## src/rtl/text_pkg.sv

```systemverilog
// Shared constants and host FSM encoding for the text RAM arbiter.
package text_pkg;

  localparam int TEXT_COLS  = 80;
  localparam int TEXT_ROWS  = 30;
  localparam int TEXT_CELLS = TEXT_COLS * TEXT_ROWS;
  localparam int ADDR_W     = 12;
  localparam int DATA_W     = 8;

  typedef enum logic [1:0] {
    HOST_IDLE    = 2'd0,
    HOST_ISSUE   = 2'd1,
    HOST_CAPTURE = 2'd2,
    HOST_ACK     = 2'd3
  } host_state_e;

endpackage

```

## src/rtl/text_ram_arbiter.sv

```systemverilog
// Shares one single-port text RAM between a fixed-latency display fetch and a req/ack host.
// Optional starvation monitor (host_starve output) enabled by `define TEXT_RAM_STARVE_MON_EN.
module text_ram_arbiter #(
  parameter int TEXT_COLS    = text_pkg::TEXT_COLS,
  parameter int TEXT_ROWS    = text_pkg::TEXT_ROWS,
  parameter int ADDR_W       = text_pkg::ADDR_W,
  parameter int DATA_W       = text_pkg::DATA_W,
  parameter int HOST_TIMEOUT = 64
) (
  input  logic              clk,
  input  logic              rst,
  input  logic              disp_req,
  input  logic [ADDR_W-1:0] disp_addr,
  output logic [DATA_W-1:0] disp_data,
  output logic              disp_valid,
  input  logic              host_req,
  input  logic              host_we,
  input  logic [ADDR_W-1:0] host_addr,
  input  logic [DATA_W-1:0] host_wdata,
  output logic              host_ack,
  output logic [DATA_W-1:0] host_rdata,
  output logic              host_err,
  output logic              ram_en,
  output logic              ram_we,
  output logic [ADDR_W-1:0] ram_addr,
  output logic [DATA_W-1:0] ram_wdata,
  input  logic [DATA_W-1:0] ram_rdata
`ifdef TEXT_RAM_STARVE_MON_EN
  ,
  output logic              host_starve
`endif
);

  import text_pkg::*;

  // One extra bit so a cell count equal to 2**ADDR_W still compares correctly.
  localparam logic [ADDR_W:0] CELL_LIMIT = (ADDR_W + 1)'(TEXT_COLS * TEXT_ROWS);

  host_state_e       state_q;
  logic              op_we_q, op_err_q;
  logic              host_ack_q, host_err_q;
  logic [DATA_W-1:0] host_rdata_q;

  logic              ram_en_q, ram_en_d;
  logic              ram_we_q, ram_we_d;
  logic [ADDR_W-1:0] ram_addr_q, ram_addr_d;
  logic [DATA_W-1:0] ram_wdata_q, ram_wdata_d;

  logic              disp_p1_q, disp_p2_q, disp_valid_q;
  logic [DATA_W-1:0] disp_data_q;

  logic host_grant;
  logic host_oor;

  assign host_oor   = {1'b0, host_addr} >= CELL_LIMIT;
  assign host_grant = host_req && !disp_req && (state_q == HOST_IDLE);

  // NOTE: every signal written in always_comb gets a default first, so no path can infer a latch.
  always_comb begin
    ram_en_d    = disp_req || (host_grant && !host_oor);
    ram_we_d    = host_grant && host_we && !host_oor;
    ram_addr_d  = disp_req ? disp_addr : host_addr;
    ram_wdata_d = '0;
    if (ram_we_d) ram_wdata_d = host_wdata;
  end

  // NOTE: state is updated with non-blocking assignments so every register samples pre-edge values.
  always_ff @(posedge clk or posedge rst) begin
    if (rst) begin
      ram_en_q     <= 1'b0;
      ram_we_q     <= 1'b0;
      ram_addr_q   <= '0;
      ram_wdata_q  <= '0;
      disp_p1_q    <= 1'b0;
      disp_p2_q    <= 1'b0;
      disp_valid_q <= 1'b0;
      disp_data_q  <= '0;
    end else begin
      ram_en_q     <= ram_en_d;
      ram_we_q     <= ram_we_d;
      ram_addr_q   <= ram_addr_d;
      ram_wdata_q  <= ram_wdata_d;
      disp_p1_q    <= disp_req;
      disp_p2_q    <= disp_p1_q;
      disp_valid_q <= disp_p2_q;
      if (disp_p2_q) disp_data_q <= ram_rdata;
    end
  end

  // Host FSM: the port is used only on the cycle after the grant; the rest is response timing.
  always_ff @(posedge clk or posedge rst) begin
    if (rst) begin
      state_q      <= HOST_IDLE;
      op_we_q      <= 1'b0;
      op_err_q     <= 1'b0;
      host_ack_q   <= 1'b0;
      host_err_q   <= 1'b0;
      host_rdata_q <= '0;
    end else begin
      host_ack_q <= 1'b0;
      host_err_q <= 1'b0;
      case (state_q)
        HOST_IDLE: begin
          if (host_grant) begin
            state_q  <= HOST_ISSUE;
            op_we_q  <= host_we;
            op_err_q <= host_oor;
          end
        end
        HOST_ISSUE: begin
          if (op_we_q || op_err_q) begin
            state_q    <= HOST_ACK;
            host_ack_q <= 1'b1;
            host_err_q <= op_err_q;
            if (!op_we_q) host_rdata_q <= '0;
          end else begin
            state_q <= HOST_CAPTURE;
          end
        end
        HOST_CAPTURE: begin
          state_q      <= HOST_ACK;
          host_ack_q   <= 1'b1;
          host_rdata_q <= ram_rdata;
        end
        HOST_ACK: state_q <= HOST_IDLE;
        default:  state_q <= HOST_IDLE;
      endcase
    end
  end

`ifdef TEXT_RAM_STARVE_MON_EN
  localparam int CNT_W = $clog2(HOST_TIMEOUT + 1);
  localparam logic [CNT_W-1:0] CNT_MAX = CNT_W'(HOST_TIMEOUT);

  logic [CNT_W-1:0] wait_cnt_q, wait_cnt_d;
  logic             host_starve_q;

  always_comb begin
    wait_cnt_d = wait_cnt_q;
    if (host_grant) begin
      wait_cnt_d = '0;
    end else if (host_req && (state_q == HOST_IDLE) && (wait_cnt_q != CNT_MAX)) begin
      wait_cnt_d = wait_cnt_q + 1'b1;
    end
  end

  // Sticky flag: only reset clears it.
  always_ff @(posedge clk or posedge rst) begin
    if (rst) begin
      wait_cnt_q    <= '0;
      host_starve_q <= 1'b0;
    end else begin
      wait_cnt_q    <= wait_cnt_d;
      host_starve_q <= host_starve_q || (wait_cnt_d == CNT_MAX);
    end
  end

  assign host_starve = host_starve_q;
`endif

  assign ram_en     = ram_en_q;
  assign ram_we     = ram_we_q;
  assign ram_addr   = ram_addr_q;
  assign ram_wdata  = ram_wdata_q;
  assign disp_valid = disp_valid_q;
  assign disp_data  = disp_data_q;
  assign host_ack   = host_ack_q;
  assign host_err   = host_err_q;
  assign host_rdata = host_rdata_q;

endmodule

```

## config.mk

```make
export PLATFORM = sky130hd
export DESIGN_NAME = text_ram_arbiter
export DESIGN_NICKNAME = d
export VERILOG_FILES = /design/src/rtl/text_pkg.sv /design/src/rtl/text_ram_arbiter.sv
export SDC_FILE = /design/constraint.sdc
export NUM_CORES = 1
export LEC_CHECK = 0
export BUFFER_PORTS_ARGS = -buffer_cell sky130_fd_sc_hd__buf_2
export CELL_PAD_IN_SITES_DETAIL_PLACEMENT = 0
export CELL_PAD_IN_SITES_GLOBAL_PLACEMENT = 1
export CORE_UTILIZATION = 34
export CTS_CLUSTER_DIAMETER = 150
export DETAILED_ROUTE_END_ITERATION = 7
export PLACE_DENSITY = 0.73
export SYNTH_ARGS = -nofsm -noshare
export SYNTH_HDL_FRONTEND = slang
export SYNTH_SLANG_ARGS = --single-unit
```

## constraint.sdc

```tcl
create_clock -name clk -period 1.8 [get_ports clk]
set_input_delay 0.54 -clock clk [delete_from_list [all_inputs] [get_ports clk]]
set_output_delay 0.54 -clock clk [all_outputs]
set_load 0.02 [all_outputs]
```

==> results.yml, run 1 <==
run_status:
  status: "complete, no violations"
worst_setup_path:
  critPathBufInv: 1
  max_stage_delay_ns: 0.48
  worst-path-stages: 4
  worstSetupPathType: "reg2reg"
  required_ns: 2.03
  r2r-start: "state_q[1]$_DFFE_PP0P_"
  cpMaxStageDelayCell: "mux2i_4"
  crit_path_start_kind: "flip-flop"
  path_max_fanout: 8
  critPathLaunch: "state_q[1]$_DFFE_PP0P_"
  endpoint_kind: "flip-flop"
  worstPathCellList: "inv_1, ha_1, mux2i_4, mux2i_1"
  cp.arrival_ns: 1.77
  critical-path-top-delay-family: "multiplexers"
  ff2ff_path_depth: 4
place:
  port_buffers: 85
  pre_cts_slack_ns: 0.1061
  dpl.hpwl_mm: 2.719
  gp_congestion: 0.6594
  dp_cells: 297
timing:
  max_freq_mhz: 648.8
  setup_ws_ns: 0.2587
  holdWs_ns: 0.2603
  timing.final.crit_period_ns: 1.541
  tightest_slew_ns: 0.4434
  hold_viol_final: 0
  max_slew_margin_pct: 69.81
  finalSetupViolations: 0
  fin_setup_tns_ns: 0
  worst_clock_skew_ns: 0.008590
  maxSlewViolCount: 0
  finalCritPeriodShare_pct: 85.63
  rsz0062_at_grt: "false"
logic_synthesis:
  synth.most_common_cell: "dfrtp_1"
  ys_seq_area_share_pct: 60.92
  syn_area_per_cell_um2: 13.60
  synth_seq_cells: 47
  ys_types: 25
  synth-main-ff-cell: "dfrtp_1"
  synth-async-reset-ratio_pct: 100.0
  synth_edf_count: 0
  netlist_top_cells_count: "dfrtp_1, mux2_2, inv_1"
  synth.area.top_cells: "dfrtp_1, mux2_2, a211oi_2"
  yosysTopAreaCellShare_pct: 60.92
  synth_cells: 142
  netlist_area_um2: 1931
  syn-num-nets: 191
  synth_top_area_cell: "dfrtp_1"
  yosys_warnings: 0
clock_network:
  post_cts_resize_count: 0
  clk_pin_slew_ns: 0.09
  cts_setup_buffers: 0
  cts_max_level: 2
  clk_latency_ns: 0.30
  hold_buffers: 0
  cts_buffers: 5
  clock_path_buffers: 2
  clock-sinks: 47
  cts_tree: "yes"
  cts-root-buf: "clkbuf_8"
power_and_ir_drop:
  seq_power_share_pct: 42.6
  finalPower_uw: 3026
  pwr-share-clk_pct: 26.8
  comb_power_share_pct: 30.6
  p_sw_share_pct: 31.38
  irDropWorstVdd_mv: 0.4948
  p_sw_uw: 949.6
  leakagePower_uw: 0.001358
  p_int_uw: 2077
  power.density_nw_per_um2: 1173
global_route:
  grt_pass1_vias: 1262
  grt_pass1_wl_mm: 6.189
  grtUsageTotal_pct: 13.56
  antenna_found_initial: 0
  grt-ovfl-total: 0
  grt_max_degree: 48
detailed_routing:
  vias: 1325
  avgViaCountPerCell: 4.344
  wl_per_cell_um: 12.09
  firstDrtPassIters: 4
  wl_mm: 3.688
  drt_drc_violations_left: 0
  antenna_left: 0
  drtIter0Drc: 71
cells_and_area:
  syn2layout_area_growth_pct: 33.64
  drive_above_1_share_pct: 55.36
  layout.nets: 281
  antennaDiodeCount: 0
  fillers: 528
  finalNonFillerCells: 305
worst_hold_path:
  min_path_type: "in2async"
floorplanning:
  coreArea_um2: 5473
  io_pins: 86
  row_count: 27
  die_w_um: 77.36
  initial_core_util_pct: 35.28
  die-area_um2: 5984
  die_h_um: 77.36
flow_run:
  cap_violations: 0
==> layout make-up <==
| type | count | area [µm²] | area share [%] |
|---|---|---|---|
| clock inverters | 2 | 38.79 | 1.503 |
| repair buffers | 88 | 460.4 | 17.85 |
| flip-flops and latches | 47 | 1176 | 45.59 |
| inverters | 19 | 71.32 | 2.764 |
| well taps | 72 | 90.09 | 3.492 |
| multi-input cells | 71 | 660.6 | 25.61 |
| clock buffers | 6 | 82.58 | 3.201 |
==> state kept, by name (all words and copies together), names as in the netlist, 2 cells and up <==
| register | cells |
|---|---|
| disp_data | 8 |
| host_rdata | 8 |
| ram_addr | 12 |
| ram_wdata | 8 |
| state_q | 2 |
==> path summary, 6_finish.rpt <==
path,end,slack (ns)
max,host_rdata[1]$_DFFE_PP0P_,0.26
min,ram_addr[2]$_DFF_PP0_,0.26
max reg2reg,host_rdata[1]$_DFFE_PP0P_,0.26
min reg2reg,disp_p2_q$_DFF_PP0_,0.36
max in group asynchronous,ram_addr[0]$_DFF_PP0_,1.33
min in group clk,disp_p2_q$_DFF_PP0_,0.36
==> tightest hold or removal path, delay by kind of cell <==
family | cells | cell delay, ns
buffers and inverters | 3 | 0.40
==> metrics by stage <==
step	area, µm²	utilization [%]
2_1_floorplan	1931	-
3_3_place_gp	2452	44.81
3_5_place_dp	2452	44.81
4_1_cts	2574	47.03
5_1_grt	2580	47.14
6_report	2580	47.14
==> cells in the final DEF, fill, tap and decap left out, types with 2 or more instances in the layout <==
cell type and instances:
buf_2 85, dfrtp_1 47, mux2_2 21, inv_1 18, nand2_1 11, mux2i_1 8
a211oi_2 8, clkbuf_8 6, ha_1 4, nor2b_1 3, a21oi_1 2, nor2_1 2
buf_4 2
==> cell families (layout without fill, tap and decap cells) <==
family,after synthesis,count (layout),synth area share (%)
flip-flops,47,47,60.92
AND/OR/NAND/NOR,22,22,5.898
AO/OA/AOI/OAI,15,15,7.843
multiplexers,30,30,17.56
adder cells (fa/ha/maj),4,4,2.592
buffers and inverters,24,115,5.185
==> power groups by stage <==
stage          sequential, µW  combinational [µW]  clock (µW)
2_1_floorplan            1430                 534           0
3_3_place_gp             1310                 932           0
3_5_place_dp             1310                 941           0
4_1_cts                  1290                 943         851
5_1_grt                  1310                1030         900
6_report                 1290                 927         811
==> layer usage <==
metal  up-vias  global-route usage [%]  part of all wire [%]
met5         -                       0                     0
met4         0                   4.528                   1.3
met3         5                   5.765                   8.6
met2        56                   20.35                    46
met1       617                   17.57                    44
li1        647                       -                     -
Power figures use the tool's default switching activity.
==> inputs of run 2 (changes only) <==
--- a/config.mk
+++ b/config.mk
@@ -10,6 +10,6 @@
 export CELL_PAD_IN_SITES_GLOBAL_PLACEMENT = 1
-export CORE_UTILIZATION = 34
+export CORE_UTILIZATION = 35
 export CTS_CLUSTER_DIAMETER = 150
 export DETAILED_ROUTE_END_ITERATION = 7
-export PLACE_DENSITY = 0.73
+export PLACE_DENSITY = 0.75
 export SYNTH_ARGS = -nofsm -noshare
==> constraint.sdc (replaced) <==
create_clock -name clk -period 1.8 [get_ports clk]
set_input_delay 0.36 -clock clk [delete_from_list [all_inputs] [get_ports clk]]
set_output_delay 0.36 -clock clk [all_outputs]
set_load 0.02 [all_outputs]
==> results.yml, run 2 (same netlist as run 1, synthesis figures left out) <==
run_status:
  status: "complete, no violations"
timing:
  tightest_slew_ns: 0.4739
  finalSetupViolations: 0
  rsz0062_at_grt: "false"
  maxSlewViolCount: 0
  worst_clock_skew_ns: 0.008446
  max_freq_mhz: 626.6
  fin_setup_tns_ns: 0
  max_slew_margin_pct: 68.33
  hold_viol_final: 0
  finalCritPeriodShare_pct: 88.66
  setup_ws_ns: 0.2040
  timing.final.crit_period_ns: 1.596
clock_network:
  cts_max_level: 2
  clock_path_buffers: 2
  clk_pin_slew_ns: 0.09
  cts_buffers: 5
  clock-sinks: 47
  cts_setup_buffers: 0
  clk_latency_ns: 0.29
  cts_tree: "yes"
  cts-root-buf: "clkbuf_8"
  hold_buffers: 0
power_and_ir_drop:
  irDropWorstVdd_mv: 0.4420
  pwr-share-clk_pct: 21.0
  p_sw_share_pct: 33.02
  seq_power_share_pct: 46.0
  p_int_uw: 1877
  leakagePower_uw: 0.001332
  comb_power_share_pct: 32.9
  finalPower_uw: 2803
  power.density_nw_per_um2: 1109
  p_sw_uw: 925.7
floorplanning:
  coreArea_um2: 5205
  io_pins: 86
  initial_core_util_pct: 37.09
  die_w_um: 76.27
  row_count: 26
  die-area_um2: 5817
  die_h_um: 76.27
detailed_routing:
  drt_drc_violations_left: 0
  dr_wl_met3_um: 369
  topRoutingLayerUsed: "met4"
  wl_per_cell_um: 12.44
  firstDrtPassIters: 4
  met1_length_mm: 1.656
  vias: 1323
  wl_met2_mm: 1.666
  drtIter0Drc: 24
  wl_mm: 3.744
  antenna_left: 0
  avgViaCountPerCell: 4.395
place:
  gp_congestion: 0.6549
  dpl.hpwl_mm: 2.724
  pre_cts_slack_ns: 0.1504
  dp_cells: 295
  place_area_um2: 2450
  port_buffers: 85
cells_and_area:
  largest_reg_flops: 12
  antennaDiodeCount: 0
  final_cell_mix: "buf_2, dfrtp_1, mux2_2"
  fillers: 500
  layout.nets: 281
  syn2layout_area_growth_pct: 30.91
  final-seq-area_um2: 1176
  drive_above_1_share_pct: 54.55
  multi_input_area_um2: 655.6
  finalNonFillerCells: 301
  final_common_cell: "buf_2"
  fin_area_um2: 2527
worst_setup_path:
  cpMaxStageDelayCell: "a2111oi_1"
  max_stage_delay_ns: 0.42
  worstPathCellList: "inv_1, ha_1, nand3b_1, a2111oi_1, nor3_1"
  critical-path-top-delay-family: "compound AO/OA/AOI/OAI gates"
  ff2ff_path_depth: 5
  cp.arrival_ns: 1.76
  path_max_fanout: 4
  crit_path_start_kind: "flip-flop"
  required_ns: 1.97
  timing.rr.end: "op_err_q$_DFFE_PP0P_"
  r2r-start: "state_q[0]$_DFFE_PP0P_"
  r2r_setup_slack_ns: 0.20
  critPathBufInv: 1
  endpoint_kind: "flip-flop"
  worstSetupPathType: "reg2reg"
flow_run:
  cap_violations: 0
global_route:
  grtUsageTotal_pct: 13.44
  grt_pass1_vias: 1342
  grt-ovfl-total: 0
  antenna_found_initial: 0
  grt_max_degree: 48
  grt_pass1_wl_mm: 6.182
worst_hold_path:
  min_path_type: "in2async"
==> run 2: power by group through the flow <==
stage / Sequential (µW) / Clock (µW) / Combinational, µW
5_1_grt: 1310 / 645 / 1020
3_5_place_dp: 1310 / 0 / 935
3_3_place_gp: 1310 / 0 / 926
2_1_floorplan: 1430 / 0 / 534
6_report: 1290 / 589 / 924
4_1_cts: 1290 / 610 / 938
==> run 2: final cells by class <==
type,count,share of cell area (%)
clock buffer,5,2.723
tap,70,3.465
timing repair buffer,88,18.22
multi-input combinational,71,25.94
sequential,47,46.53
clock inverter,1,0.2970
inverter,19,2.822
==> run 2: worst max-delay path by stage <==
stage | from | end | slack, ns | depth (start not counted)
finish | state_q[0]$_DFFE_PP0P_ | op_err_q$_DFFE_PP0P_ | 0.20 | 5
global route | state_q[0]$_DFFE_PP0P_ | op_err_q$_DFFE_PP0P_ | 0.03 | 5
CTS | state_q[0]$_DFFE_PP0P_ | op_err_q$_DFFE_PP0P_ | 0.12 | 5
detailed placement | state_q[0]$_DFFE_PP0P_ | op_err_q$_DFFE_PP0P_ | 0.15 | 5
global placement | state_q[0]$_DFFE_PP0P_ | op_err_q$_DFFE_PP0P_ | 0.07 | 5
floorplan | rst | disp_data[0]$_DFFE_PP0P_ | 0.32 | 1
==> run 2: through the flow <==
step	hold WS (ns)	utilization, %
floorplan	0.3312	-
CTS	0.09905	48.53
detailed placement	0.3389	47.07
global placement	0.3328	47.07
finish	0.08630	48.56
global route	0.1161	48.56
==> run 2: per-layer routing <==
| metal | up-vias | track usage [%] |
|---|---|---|
| li1 | 647 | - |
| met1 | 608 | 16.02 |
| met2 | 62 | 21.98 |
| met3 | 6 | 5.389 |
| met4 | 0 | 4.615 |
| met5 | - | 0 |
==> run 2: timing repair <==
item | CTS | global route
endpoints found under the setup margin | 0 | 2
hold endpoints to repair | 0 | 0
resized for setup | 0 | 1
==> run 2: worst register-to-register path, stage by stage, from the launching register on <==
cell and delay [ns]:
dfrtp_1 0.40, inv_1 0.11, ha_1 0.24, nand3b_1 0.17
a2111oi_1 0.42, nor3_1 0.12
==> inputs of run 3 (changes only) <==
Settings changed: PLACE_DENSITY 0.75 to 0.84.
==> results.yml, run 3 (same netlist as run 1, synthesis figures left out) <==
power_and_ir_drop:
  irDropWorstVdd_mv: 0.4057
  power.density_nw_per_um2: 1127
  p_int_uw: 1934
  pwr-share-clk_pct: 22.7
  p_sw_uw: 933.7
  finalPower_uw: 2868
  comb_power_share_pct: 32.2
  p_sw_share_pct: 32.56
  leakagePower_uw: 0.001344
  seq_power_share_pct: 45.1
timing:
  worst_clock_skew_ns: 0.009686
  finalCritPeriodShare_pct: 88.87
  max_freq_mhz: 625.2
  fin_setup_tns_ns: 0
  max_slew_margin_pct: 64.62
  finalSetupViolations: 0
  hold_viol_final: 0
  timing.final.crit_period_ns: 1.600
  rsz0062_at_grt: "false"
  maxSlewViolCount: 0
  tightest_slew_ns: 0.5173
detailed_routing:
  wl_mm: 3.825
  antenna_left: 0
  drtIter0Drc: 45
  drt_drc_violations_left: 0
  firstDrtPassIters: 4
  avgViaCountPerCell: 4.482
  wl_per_cell_um: 12.62
  vias: 1358
floorplanning:
  die_h_um: 76.27
  coreArea_um2: 5205
  io_pins: 86
  row_count: 26
  die-area_um2: 5817
  initial_core_util_pct: 37.09
  die_w_um: 76.27
clock_network:
  cts-root-buf: "clkbuf_8"
  cts_max_level: 2
  cts_tree: "yes"
  hold_buffers: 0
  cts_buffers: 5
  post_cts_resize_count: 0
  clk_pin_slew_ns: 0.08
  cts_setup_buffers: 0
  clk_latency_ns: 0.29
  clock-sinks: 47
  clock_path_buffers: 2
worst_setup_path:
  cpMaxStageDelayCell: "a2111oi_0"
  worstSetupPathType: "reg2reg"
  crit_path_start_kind: "flip-flop"
  endpoint_kind: "flip-flop"
  max_stage_delay_ns: 0.43
  worstPathCellList: "inv_1, ha_1, nand3b_1, a2111oi_0, nor3_1"
  path_max_fanout: 4
  cp.arrival_ns: 1.76
  ff2ff_path_depth: 5
  required_ns: 1.96
cells_and_area:
  fillers: 504
  antennaDiodeCount: 0
  final_common_cell: "buf_2"
  final-seq-area_um2: 1176
  syn2layout_area_growth_pct: 31.82
  finalNonFillerCells: 303
  multi_input_area_um2: 654.4
  drive_above_1_share_pct: 54.51
  final_cell_mix: "buf_2, dfrtp_1, mux2_2"
  layout.nets: 281
  largest_reg_flops: 12
  fin_area_um2: 2545
  final_util_pct: 48.89
global_route:
  antenna_found_initial: 0
  grt_max_degree: 27
  grt_pass1_wl_mm: 6.513
  grtUsageTotal_pct: 14.13
  grt-ovfl-total: 0
  grt_pass1_vias: 1389
worst_hold_path:
  min_path_type: "in2async"
flow_run:
  cap_violations: 0
place:
  gp_congestion: 0.6665
  place_area_um2: 2450
  port_buffers: 85
  dp_cells: 295
  dpl.hpwl_mm: 2.830
run_status:
  status: "complete, no violations"
[run 3: changes by cell type in the layout (fill, tap and decap cells not counted), sizes merged]
cell,change
clkbuf,+2
clkinv,+1
clkinvlp,-1
[run 3: final timing paths]
check / start / endpoint / slack, ns
max reg2reg: state_q[0]$_DFFE_PP0P_ / op_err_q$_DFFE_PP0P_ / 0.20
min in group clk: host_wdata[2] / ram_wdata[2]$_DFF_PP0_ / 0.27
max: state_q[0]$_DFFE_PP0P_ / op_err_q$_DFFE_PP0P_ / 0.20
max in group asynchronous: rst / host_err$_DFF_PP0_ / 1.21
min reg2reg: disp_p1_q$_DFF_PP0_ / disp_p2_q$_DFF_PP0_ / 0.36
min: rst / ram_addr[4]$_DFF_PP0_ / 0.07
[run 3: power by group through the flow]
stage,sequential (µW),clock [µW],combinational (µW)
final,1290,650,924
after global routing,1310,735,1020
after CTS,1290,684,935
after detailed placement,1320,0,931
after global placement,1310,0,927
after floorplan,1430,0,534
[run 3: area by class of cell]
cell class | instances | area share, %
repair buffers | 88 | 18.09
multi-input cells | 71 | 25.71
well taps | 70 | 3.441
flip-flops and latches | 47 | 46.21
inverters | 19 | 2.802
clock buffers | 7 | 3.392
clock inverters | 1 | 0.3441
[run 3: worst max-delay path: cells and delay by family (launching register included)]
family / cells / cell delay [ns]
and+or+nand+nor: 2 / 0.28
DFF: 1 / 0.41
AOI/OAI and AO/OA: 1 / 0.43
buffers and inverters: 1 / 0.11
adders and majority gates: 1 / 0.23
[run 3: layer usage]
metal	up-vias	GRT usage [%]	routed length (µm)
li1	655	-	-
met1	635	17.78	1682
met2	63	22.16	1756
met3	5	6.108	344
met4	0	3.846	41
met5	-	0	0
[run 3: per-stage QoR]
| step | hold slack [ns] | worst slack [ns] |
|---|---|---|
| 6_report | 0.07364 | 0.2004 |
| 5_1_grt | 0.1063 | 0.006287 |
| 4_1_cts | 0.08004 | 0.1747 |
| 3_5_place_dp | 0.3394 | 0.2046 |
| 3_3_place_gp | 0.3337 | 0.2739 |
| 2_1_floorplan | 0.3312 | 0.3239 |
